<file path="src/rtl/fsm_arbiter_rr.sv">
// N-requester registered grant arbiter with fixed-priority or round-robin
// selection and an optional maximum-hold forced release.
module fsm_arbiter_rr #(
  parameter int NUM_REQ  = 4,
  parameter int MAX_HOLD = 8,
  parameter int ID_W     = $clog2(NUM_REQ)
) (
  input  logic               clock,
  input  logic               reset_n,
  input  logic [NUM_REQ-1:0] req,
  input  logic               rr_mode,
  output logic [NUM_REQ-1:0] gnt,
  output logic               gnt_valid,
  output logic [ID_W-1:0]    gnt_id,
  output logic               timeout
);

  localparam logic [0:0] IDLE  = 1'b0;
  localparam logic [0:0] GRANT = 1'b1;
  localparam logic [7:0] HOLD_MAX = 8'(MAX_HOLD);

  logic [0:0]         state;
  logic [ID_W-1:0]    rr_ptr;
  logic [7:0]         hold_cnt;
  logic [NUM_REQ-1:0] mask;

  logic [NUM_REQ-1:0] eff, rot, rot_oh, win_oh;
  logic [ID_W-1:0]    base, off, win, next_ptr;
  logic               any_eff, owner_req, others;
  int                 win_sum;

  // Rotate the eligible requests so the search origin sits at bit 0, pick the
  // lowest set bit, then rotate the one-hot winner back into place.
  always_comb begin
    eff     = req & ~mask;
    any_eff = |eff;
    base    = rr_mode ? rr_ptr : '0;
    rot     = NUM_REQ'({eff, eff} >> base);
    rot_oh  = '0;
    off     = '0;
    for (int unsigned k = 0; k < NUM_REQ; k++) begin
      if (rot[k] && (rot_oh == '0)) begin
        rot_oh[k] = 1'b1;
        off       = ID_W'(k);
      end
    end
    win_oh  = NUM_REQ'(({rot_oh, rot_oh} << base) >> NUM_REQ);
    win_sum = int'(base) + int'(off);
    if (win_sum >= NUM_REQ) win_sum = win_sum - NUM_REQ;
    win      = ID_W'(win_sum);
    next_ptr = (win_sum + 1 >= NUM_REQ) ? '0 : ID_W'(win_sum + 1);
    owner_req = |(req & gnt);
    others    = |(req & ~gnt);
  end

  always_ff @(posedge clock) begin
    if (!reset_n) begin
      state     <= IDLE;
      gnt       <= '0;
      gnt_valid <= 1'b0;
      gnt_id    <= '0;
      timeout   <= 1'b0;
      rr_ptr    <= '0;
      hold_cnt  <= '0;
      mask      <= '0;
    end else begin
      timeout <= 1'b0;
      if (state == IDLE) begin
        mask <= '0;
        if (any_eff) begin
          state     <= GRANT;
          gnt       <= win_oh;
          gnt_valid <= 1'b1;
          gnt_id    <= win;
          rr_ptr    <= next_ptr;
          hold_cnt  <= 8'd1;
        end
      end else begin
        if (!owner_req) begin
          state     <= IDLE;
          gnt       <= '0;
          gnt_valid <= 1'b0;
        end else if ((MAX_HOLD != 0) && (hold_cnt == HOLD_MAX) && others) begin
          state     <= IDLE;
          gnt       <= '0;
          gnt_valid <= 1'b0;
          timeout   <= 1'b1;
          mask      <= gnt;
        end else if (hold_cnt < HOLD_MAX) begin
          hold_cnt <= hold_cnt + 8'd1;
        end
      end
    end
  end

endmodule

</file>
<file path="config.mk">
export PLATFORM = sky130hd
export DESIGN_NAME = fsm_arbiter_rr
export DESIGN_NICKNAME = d
export VERILOG_FILES = /design/src/rtl/fsm_arbiter_rr.sv
export SDC_FILE = /design/constraint.sdc
export NUM_CORES = 1
export LEC_CHECK = 0
export ABC_AREA = 1
export CAP_MARGIN = 20
export CORE_UTILIZATION = 55
export CTS_CLUSTER_SIZE = 8
export DETAILED_ROUTE_END_ITERATION = 10
export PLACE_DENSITY = 0.83
export SLEW_MARGIN = 0
export SYNTH_ARGS = -nofsm -noshare
export SYNTH_HDL_FRONTEND = slang
export SYNTH_SLANG_ARGS = --single-unit
</file>
<file path="constraint.sdc">
create_clock -name clock -period 2.25 [get_ports clock]
set_clock_uncertainty 0.15 [all_clocks]
set_input_delay 0.225 -clock clock [delete_from_list [all_inputs] [get_ports clock]]
set_output_delay 0.225 -clock clock [all_outputs]
set_load 0.005 [all_outputs]
</file>
Word level (Yosys, flattened, before mapping)
Cells that the tools add are included.
{"block": "totals", "ff_bits": 23, "output_inout_bits": 8, "word_cells": 73, "input_bits": 7}
{"block": "classes", "n_lt_le_gt_ge": 3, "bitwise_logic": 7, "n_reduce_logical": 16, "n_mux": 28, "shifts": 2, "n_addsub": 4, "n_eq_ne": 5}
{"cell": "2-to-1 mux 8 bit", "count": 5}
{"cell": "adder 32 x 2 -> 32 bit (second input constant)", "count": 1}
{"cell": "greater-or-equal comparator 32 x 4 -> 1 bit (second input constant)", "count": 1}
{"cell": "2-to-1 mux 32 bit", "count": 1}
{"cell": "2-to-1 mux 4 bit", "count": 4}
{"cell": "2-to-1 mux 1 bit", "count": 14}
{"cell": "bitwise AND 4 bit", "count": 3}
{"cell": "OR reduction 4 bit", "count": 3}
{"cell": "adder 8 x 1 -> 8 bit (second input constant)", "count": 1}
{"cell": "== test 8 x 4 -> 1 bit (second input constant)", "count": 1}
{"cell": "< comparator 8 x 4 -> 1 bit (second input constant)", "count": 1}
{"cell": "2-to-1 mux 2 bit", "count": 4}
{"cell": "inverter 4 bit", "count": 2}
{"cell": "AND reduction 2 bit", "count": 4}
{"cell": "left shift 8 x 2 -> 8 bit", "count": 1}
{"cell": "right shift 8 x 2 -> 4 bit", "count": 1}
{"cell": "logical AND 1 bit", "count": 4}
{"cell": "!= test 2 x 1 -> 1 bit (second input constant)", "count": 2}
{"cell": "AND reduction 4 bit", "count": 1}
{"cell": "subtractor 3 x 3 -> 4 bit (second input constant)", "count": 1}
{"cell": "adder 2 x 2 -> 3 bit", "count": 1}
{"cell": "greater-or-equal comparator 3 bit (second input constant)", "count": 1}
{"cell": "logical NOT 3 bit", "count": 1}
{"cell": "!= test 3 x 2 -> 1 bit (second input constant)", "count": 1}
{"cell": "other kinds (5)", "count": 6}

Logic depth before layout (Yosys ltp)
Gate-level depths: netlist (run 1).
{"block": "logic_depth", "word_depth": 19, "mapped_depth": 16, "mapped_depth_nobuf": 16}

Worst setup path after synthesis (run 1)
No wires, ideal clock.
{"block": "synth_timing", "path_type": "register -> register", "start": "register rr_ptr[0]", "end": "register rr_ptr[1]", "path_stages_with_launch": 17, "arrival_ns": 1.715, "n_path_buf": 1, "t_required_ns": 1.988, "synth_period_minus_slack_ns": 1.977, "path_slack_ns": 0.273, "setup_ns": 0.112, "cell_sequence": "dfxtp_1 nand2_2 buf_6 nand2_2 nand3_2 nand2_4 nor2_4 nand2_2 o21ai_0 ha_1 xnor2_1 nand3b_1 nand2_1 nand2_1 nand2_1 nand2_1 nand2_1"}
{"block": "synth_via", "elab_chain_len": 18, "elab_cells_between_ends": 21, "cone_classes": "add/sub (3); order compare (2); shift (1); mux (9); bitwise (1); reduce/logical (5)"}
{"item": "start: declaration", "line_no": "23", "text": "logic [ID_W-1:0] rr_ptr;"}
{"item": "start signal: assignment", "line_no": "75", "text": "rr_ptr <= next_ptr;"}
{"item": "2-to-1 mux 2 bit (*)", "line_no": "37", "text": "base = rr_mode ? rr_ptr : '0;"}
{"item": "right shift 8 x 2 -> 4 bit", "line_no": "38", "text": "rot = NUM_REQ'({eff, eff} >> base);"}
{"item": "2-to-1 mux 1 bit", "line_no": "42", "text": "if (rot[k] && (rot_oh == '0)) begin"}
{"item": "inverter 1 bit", "line_no": "42"}
{"item": "logical AND 1 bit", "line_no": "42"}
{"item": "2-to-1 mux 1 bit", "line_no": "42"}
{"item": "logical NOT 2 bit", "line_no": "42"}
{"item": "logical AND 1 bit", "line_no": "42"}
{"item": "[2 not listed]"}
{"item": "logical AND 1 bit", "line_no": "42"}
{"item": "2-to-1 mux 2 bit", "line_no": "42"}
{"item": "adder 2 x 2 -> 3 bit (*)", "line_no": "48", "text": "win_sum = int'(base) + int'(off);"}
{"item": "subtractor 3 x 3 -> 4 bit or greater-or-equal comparator 3 bit (tied branches)", "line_no": "49", "text": "if (win_sum >= NUM_REQ) win_sum = win_sum - NUM_REQ;"}
{"item": "2-to-1 mux 32 bit (*)", "line_no": "49"}
{"item": "adder 32 x 2 -> 32 bit (*)", "line_no": "51", "text": "next_ptr = (win_sum + 1 >= NUM_REQ) ? '0 : ID_W'(win_sum + 1);"}
{"item": "greater-or-equal comparator 32 x 4 -> 1 bit", "line_no": "51"}
{"item": "2-to-1 mux 2 bit (*)", "line_no": "51"}
Every way passes the cells marked *; elsewhere a longest branch is shown, timed or not.
A chain may end at the register's enable or synchronous reset.

Worst setup path in the final report (run 1)
{"block": "layout_timing", "start": "input req[0]", "end": "register rr_ptr[1]"}
{"block": "layout_via", "elab_chain_len": 18, "elab_cells_between_ends": 23, "cone_classes": "add/sub (3); order compare (2); shift (1); mux (8); bitwise (2); reduce/logical (7)"}
{"item": "start: declaration", "line_no": "10", "text": "input logic [NUM_REQ-1:0] req,"}
{"item": "bitwise AND 4 bit (*)", "line_no": "35", "text": "eff = req & ~mask;"}
{"item": "right shift 8 x 2 -> 4 bit", "line_no": "38"}
{"item": "2-to-1 mux 1 bit", "line_no": "42"}
{"item": "inverter 1 bit", "line_no": "42"}
{"item": "logical AND 1 bit", "line_no": "42"}
{"item": "2-to-1 mux 1 bit", "line_no": "42"}
{"item": "logical NOT 2 bit", "line_no": "42"}
{"item": "logical AND 1 bit", "line_no": "42"}
{"item": "[2 not listed]"}
{"item": "logical AND 1 bit", "line_no": "42"}
{"item": "2-to-1 mux 2 bit", "line_no": "42"}
{"item": "adder 2 x 2 -> 3 bit", "line_no": "48"}
{"item": "subtractor 3 x 3 -> 4 bit or greater-or-equal comparator 3 bit (tied branches)", "line_no": "49"}
{"item": "2-to-1 mux 32 bit", "line_no": "49"}
{"item": "adder 32 x 2 -> 32 bit", "line_no": "51"}
{"item": "greater-or-equal comparator 32 x 4 -> 1 bit", "line_no": "51"}
{"item": "2-to-1 mux 2 bit", "line_no": "51"}
Marked as above.

==> results of run 1 <==
-- metal layers --
metal / share of wire (%) / routed length [um] / vias to the layer above / GRT usage, %
met2: 49 / 1660 / 56 / 49.1
li1: - / - / 722 / -
met3: 5.7 / 192 / 6 / 5.65
met5: 0 / 0 / - / 0
met4: 1.8 / 62 / 0 / 9.91
met1: 43 / 1450 / 652 / 31.9
-- synth_stat cells, drive strengths merged --
| library cell | instances | area [um^2] |
|---|---|---|
| a21oi | 14 | 70.1 |
| clkbuf | 1 | 3.75 |
| dfxtp | 23 | 460 |
| o211ai | 2 | 15.0 |
| clkinv | 1 | 8.76 |
| nor4 | 1 | 6.26 |
| buf | 2 | 18.8 |
| nand3b | 1 | 7.51 |
| a21boi | 1 | 7.51 |
| nor3 | 4 | 20.0 |
| nand4 | 4 | 25.0 |
| nor2 | 12 | 57.6 |
| o2111ai | 1 | 8.76 |
| nand2 | 64 | 275 |
| ha | 3 | 37.5 |
| o21ai | 11 | 55.1 |
| nand3 | 28 | 160 |
| inv | 25 | 93.8 |
| xnor2 | 1 | 8.76 |
-- per-stage QoR --
| step | setup slack (ns) | area [um^2] | setup TNS [ns] |
|---|---|---|---|
| after detailed placement | -0.320 | 1630 | -0.770 |
| after global placement | -0.215 | 1630 | -0.452 |
| after global routing | 0.000142 | 1690 | 0 |
| after floorplan | 0.273 | 1340 | 0 |
| after CTS | 0.0434 | 1660 | 0 |
| final | 0.131 | 1690 | 0 |
-- sequential cells by signal, summed over array words and instances (netlist names) --
name and count:
gnt_id 2, hold_cnt 8, mask 4, rr_ptr 2, timeout 1, state 1, gnt_valid 1, gnt 4
-- worst max-delay path by stage --
| stage | start | to | depth (start not counted) |
|---|---|---|---|
| floorplan | rr_ptr[0] | rr_ptr[1] | 16 |
| global placement | rr_mode | rr_ptr[1] | 17 |
| detailed placement | rr_mode | rr_ptr[1] | 17 |
| CTS | rr_mode | rr_ptr[1] | 17 |
| global route | rr_ptr[0] | rr_ptr[1] | 15 |
| finish | req[0] | rr_ptr[1] | 17 |
-- layout make-up --
class / count / area share [%]
Multi-Input combinational cell: 147 / 46.1
Tap cell: 28 / 2.07
Inverter: 26 / 6.07
Sequential cell: 23 / 27.4
Timing Repair Buffer: 33 / 16.9
Clock buffer: 4 / 1.55
-- power groups by stage --
stage                     clock, mW  combinational, mW  sequential, mW
final                         0.195              0.527           0.488
after global routing          0.211              0.584           0.492
after CTS                     0.194              0.507           0.486
after detailed placement          0              0.502           0.494
after global placement            0              0.482           0.490
after floorplan                   0              0.316           0.485
-- worst max-delay path: stages --
cell	delay [ns]
clkdlybuf4s50_1	0.50
inv_1	0.06
nor2_1	0.16
nand2_1	0.10
nand3_1	0.08
nand2_1	0.09
nor2_4	0.10
nand2_2	0.06
o21ai_0	0.08
ha_2	0.22
xnor2_2	0.11
nand3b_1	0.15
nand2_1	0.07
nand2_1	0.05
nand2_1	0.04
nand2_1	0.05
nand2_1	0.05
-- cells in the final DEF (no fill, tap or decap) --
cell type        instances
nand3_2                  4
nor2_2                   1
nor4_1                   1
clkbuf_1                 1
o2111ai_1                1
nand2_4                  2
xnor2_2                  1
nor2_1                   9
nor3_1                   4
ha_1                     2
nand4_1                  4
a21boi_0                 1
o21ai_0                 11
dfxtp_1                 21
nand3b_1                 1
clkdlybuf4s50_1         13
clkbuf_4                 3
a21oi_1                 14
ha_2                     1
o211ai_1                 2
clkinv_4                 1
dlymetal6s2s_1           1
buf_4                   19
nand2_1                 50
nand2_2                 12
inv_2                    1
inv_1                   24
nand3_1                 24
nor2_4                   2
dfxtp_2                  2
-- logic make-up (layout without fill, tap and decap cells) --
group / count (synthesis) / after routing
adder cells (fa/ha/maj): 3 / 3
AND/OR/NAND/NOR: 114 / 114
flip-flops: 23 / 23
XOR/XNOR: 1 / 1
buffers and inverters: 29 / 63
AO/OA/AOI/OAI: 29 / 29
-- repair_timing --
item,in CTS,in global routing
pin swaps,0,2
gates resized for setup,1,8
setup endpoints to repair,1,2
buffers inserted,0,1
==> results by group, run 1 <==
Logic synthesis
  – Syn_area_per_cell: between 6 and 7 um^2
  – Adder and majority cell fraction of the synthesized area: under 10%
  – Synth cell types: 26
  – Compound-Gate Fraction of Synth Area: 11.7%
  – Synth Area in Simple Gates: between 40% and 50%
  – Sequential share of the synthesized area: about a third
  – Yosys warnings: 0
  – Cell count after synthesis: between 150 and 200
  – Cell area after synthesis: 0.00134 mm^2
  – XOR/XNOR share of the synthesized area: 0.654%
  – Mux cell area share after synthesis: 0%
  – Post-Syn Nets: 209
  – Yosys reg bits: 23
  – Largest family of logic cells by synthesized area: simple AND/OR/NAND/NOR gates

Timing
  – Measured slew at the worst slew-check pin: roughly 0.57 ns
  – Final Setup Violations: 0
  – Slew Limit Fails: 0
  – Tcrit/Tclk final: between 90% and 100%
  – RSZ-0062 raised after global routing: no
  – Fin. Hold Viols: 0
  – Hold slack final: just over 0.3 ns
  – Minimum clock period: roughly 2.1 ns
  – FMAX: between 400 and 500 MHz
  – Slew HR: between 60% and 70%

Drt
  – DRC viols: 0
  – Via count: approximately 1400
  – Initial DRC Count: 68
  – Routed Antenna Nets: 0
  – Wire per inst: approximately 13 um
  – Drt total wl: around 3400 um
  – DR pass1 iterations: 4
  – Via density: 5.50

GRT
  – Vias in the first global route: roughly 1300
  – Gr usage total: ~28%
  – Global-route wire length before repair: 5460 um
  – Largest net degree at the start of global routing: 13
  – Overflow after GRT: 0
  – Antenna violations before repair: 0

Floorplanning
  – DIE HEIGHT: between 50 and 60 um
  – Io pins: 15
  – # rows: 17
  – Initial cell density of the core: roughly 59%
  – Die area: ~0.0026 mm^2
  – Die W: just over 50 um
  – Placeable Area: approximately 0.0023 mm^2

CTS
  – H-tree levels: 1
  – Max clock buf depth: 2
  – Cts bufs inserted: 3
  – CTS tree: built
  – Hold-fix buffers, CTS: 0
  – Clock-pin slew on the worst setup and hold paths: 0.12 ns
  – Root buf cell: clkbuf_4
  – Clk Latency, worst-skew pair: about 0.32 ns
  – Clock sink count: 23

Min path
  – Hold Path Class: flop to flop
  – Min-Delay Path Depth: 2
  – Worst Hold Launch: hold_cnt[7]
  – Worst hold endpoint: hold_cnt[7]

Worst setup path
  – Critical Path End Type: flop
  – Crit Path Class: primary input to flop
  – Reg2reg start: rr_ptr[1]
  – Capture point of the worst reg-to-reg path: rr_ptr[1]
  – R2r setup slk: roughly 0.16 ns
  – WP data arrival: 2.20 ns
  – Startpoint type of the worst setup path: primary input
  – Reg2Reg Depth: 15
  – WP data required: between 2 and 2.5 ns
  – CP max FO: 3

Finish
  – Final Util: roughly three quarters
  – Multi-input gate area: ~780 um^2
  – Antenna Diode Count: 0
  – Layout Cells excl Fill: roughly 260
  – Fillers: 169
  – FF+latch area: roughly 460 um^2
  – Area Overhead vs Synth: 26.2%
  – Post-layout nets: between 200 and 250
  – Layout cell share with drive strength beyond 1: a little over a fifth

Power and ir drop
  – Pwr Density: ~720 mW/mm^2
  – Maximum resistive drop on vdd: approximately 0.59 mV
  – Switch share: a little under two fifths
  – Lkg Pwr: 0.764 nW
  – Cell Int Power: 0.754 mW
  – Total power: approximately 1.2 mW
  – Seq pwr share: 40.3%
  – Logic gate share of total power: a little over two fifths
  – Clk network pwr share: 16.1%
  – Switching power summed over all nets: roughly 0.46 mW

Outcome
  – Status: complete, no violations

Placement
  – Port Buffer Count: 14
  – Dpl hpwl: between 2000 and 3000 um
  – RD Place Congestion: between 0.8 and 0.9
  – Placed cell count: 256

Run
  – Max-cap violations: 0
Note: power is estimated with default switching activity, not from simulation.
==> run 2: changes to the inputs <==
CORE_MARGIN = 2   (was not set)
clock period = 2.15 ns   (was 2.25 ns; I/O delays follow)
==> results by group, run 2 (synthesis gave the netlist of run 1 again) <==
GRT
  – Global-route wire length before repair: 5500 um (+0.64%)
  – Vias in the first global route: 1340 (+0.15%)
  – Overflow after GRT: 0 (unchanged)
  – Gr usage total: 26.4% (-1.1 points)
  – Antenna violations before repair: 0 (unchanged)
  – Largest net degree at the start of global routing: 14 (+1)

Worst setup path
  – Reg2Reg Depth: 15 (unchanged)
  – Slowest cell on crit path: dfxtp_4
  – CP max FO: 2 (-1)
  – Critical path depth: 15 (-2)
  – Crit-path cells: buf_6 -> nand4_1 -> nand3_1 -> nand2_2 -> nor2_4 -> nand2_2 -> o21ai_2 -> ha_2 -> xnor2_2 -> nand3b_1 -> nand2_1 -> nand2_1 -> nand2_1 -> nand2_1 -> nand2_1
  – Cell family with most CP delay: simple AND/OR/NAND/NOR gates
  – Startpoint type of the worst setup path: flop
  – Cell mode on critical path: nand2_1
  – WP data arrival: 2.13 ns (-0.07 ns)
  – Crit-path max cell delay: 0.41 ns (-0.09 ns)
  – Critical Path End Type: flop
  – Worst path bufs/invs: 1 (-1)
  – WP data required: 2.22 ns (-0.11 ns)
  – Crit Path Class: flop to flop

CTS
  – H-tree levels: 1 (unchanged)
  – Cts bufs inserted: 3 (unchanged)
  – Clk Latency, worst-skew pair: 0.32 ns (about the same)
  – Clock sink count: 23 (unchanged)
  – CTS tree: built
  – Max clock buf depth: 2 (unchanged)
  – Root buf cell: clkbuf_4
  – Clock-pin slew on the worst setup and hold paths: 0.13 ns (about the same)

Finish
  – Layout cell share with drive strength beyond 1: 24.9% (+3.9 points)
  – Multi-input gate area: 805 um^2 (+3.2%)
  – Largest registers: hold_cnt (8), gnt (4), mask (4)
  – Final Util: 76.5% (+1.4 points)
  – FF+latch area: 467 um^2 (+0.81%)
  – Post-layout nets: 244 (unchanged)
  – Max reg flops: 8 (unchanged)
  – Reg with most FFs: hold_cnt
  – Fillers: 170 (+0.59%)
  – Area Overhead vs Synth: 28.7%
  – Commonest non-fill, non-tap cells in the layout: 46 x nand2_1, 24 x nand3_1, 23 x inv_1
  – Most common cell after layout, fill and taps aside: nand2_1
  – Antenna Diode Count: 0 (unchanged)

Floorplanning
  – Die W: 53.4 um (+3.9%)
  – Die area: 0.00285 mm^2 (+7.9%)
  – Initial cell density of the core: 59.4% (unchanged)
  – Placeable Area: 0.00225 mm^2 (unchanged)
  – # rows: 17 (unchanged)
  – Io pins: 15 (unchanged)
  – DIE HEIGHT: 53.4 um (+3.9%)

Run
  – Max-cap violations: 0 (unchanged)

Drt
  – Wire per inst: 13.5 um (+5.1%)
  – Drt total wl: 3540 um (+5.1%)
  – Initial DRC Count: 56 (-18%)
  – DR pass1 iterations: 4 (unchanged)
  – Via density: 5.60 (+1.7%)
  – Routed Antenna Nets: 0 (unchanged)
  – Via count: 1461 (+1.7%)
  – DRC viols: 0 (unchanged)

Power and ir drop
  – Maximum resistive drop on vdd: 0.509 mV (-13%)
  – Lkg Pwr: 0.768 nW (+0.46%)
  – Pwr Density: 748 mW/mm^2 (+4.6%)

Placement
  – Port Buffer Count: 14 (unchanged)
  – RD Place Congestion: 0.872 (-1.7%)
  – Dpl hpwl: 2660 um (+0.18%)

Timing
  – Hold slack final: 0.309 ns (+0.00248 ns)
  – Fin. Hold Viols: 0 (unchanged)
  – Slew Limit Fails: 0 (unchanged)
  – Minimum clock period: slightly above 2 ns
  – FMAX: slightly below 500 MHz
  – Tcrit/Tclk final: 96.2%
  – Slew HR: 61.5% (-0.20 points)
  – Final Setup Violations: 0 (unchanged)
  – RSZ-0062 raised after global routing: yes
  – Measured slew at the worst slew-check pin: 0.572 ns (+0.00301 ns)

Min path
  – Hold Path Class: flop to flop
  – Min-Delay Path Depth: 2 (unchanged)

Outcome
  – Status: complete, no violations
-- run 2: power by group --
part	internal (mW)	switching [mW]	leakage (nW)
Sequential	0.472	0.0471	0.189
Combinational	0.253	0.317	0.561
Clock	0.0697	0.132	0.0177
-- run 2: final timing paths --
kind / from / to / slack, ns
worst max-delay path: rr_ptr[0] / rr_ptr[1] / 0.08
worst min-delay path: hold_cnt[7] / hold_cnt[7] / 0.31
worst max register to register: rr_ptr[0] / rr_ptr[1] / 0.08
worst min register to register: hold_cnt[7] / hold_cnt[7] / 0.31
-- run 2: cell type report --
type                    instances  area share, %
repair buffers                 33           16.7
clock buffers                   3           1.31
flip-flops and latches         23           27.1
well taps                      28           2.03
multi-input cells             147           46.7
clock inverters                 1          0.290
inverters                      26           5.95
-- run 2: worst min-delay path: cells and delay by family, from the launching register on --
family,cells,cell delay [ns]
buffers and inverters,1,0.06
DFF,1,0.32
and+or+nand+nor,1,0.05
-- run 2: stage by stage --
step	cells	setup WS, ns	TNS [ns]	instance area (um^2)	power (mW)
after floorplan	199	0.173	0	1340	0.838
after global placement	256	-0.306	-0.782	1630	1.02
after detailed placement	256	-0.414	-1.23	1630	1.04
after CTS	260	0.00812	0	1660	1.24
after global routing	261	-0.0829	-0.0829	1720	1.37
final	261	0.0822	0	1720	1.29
-- run 2: repair_timing --
action	in CTS	in global routing
gates resized for setup	2	20
pin swaps	0	8
endpoints found under the setup margin	2	2
setup buffers	0	1
hold buffers	0	0
-- run 2: routing by layer --
layer	track usage, %	up-vias	share of wire [%]
met5	0	-	0
met3	6.50	16	7.4
met2	45.1	60	47
met4	9.83	0	2.9
met1	31.6	659	43
li1	-	726	-
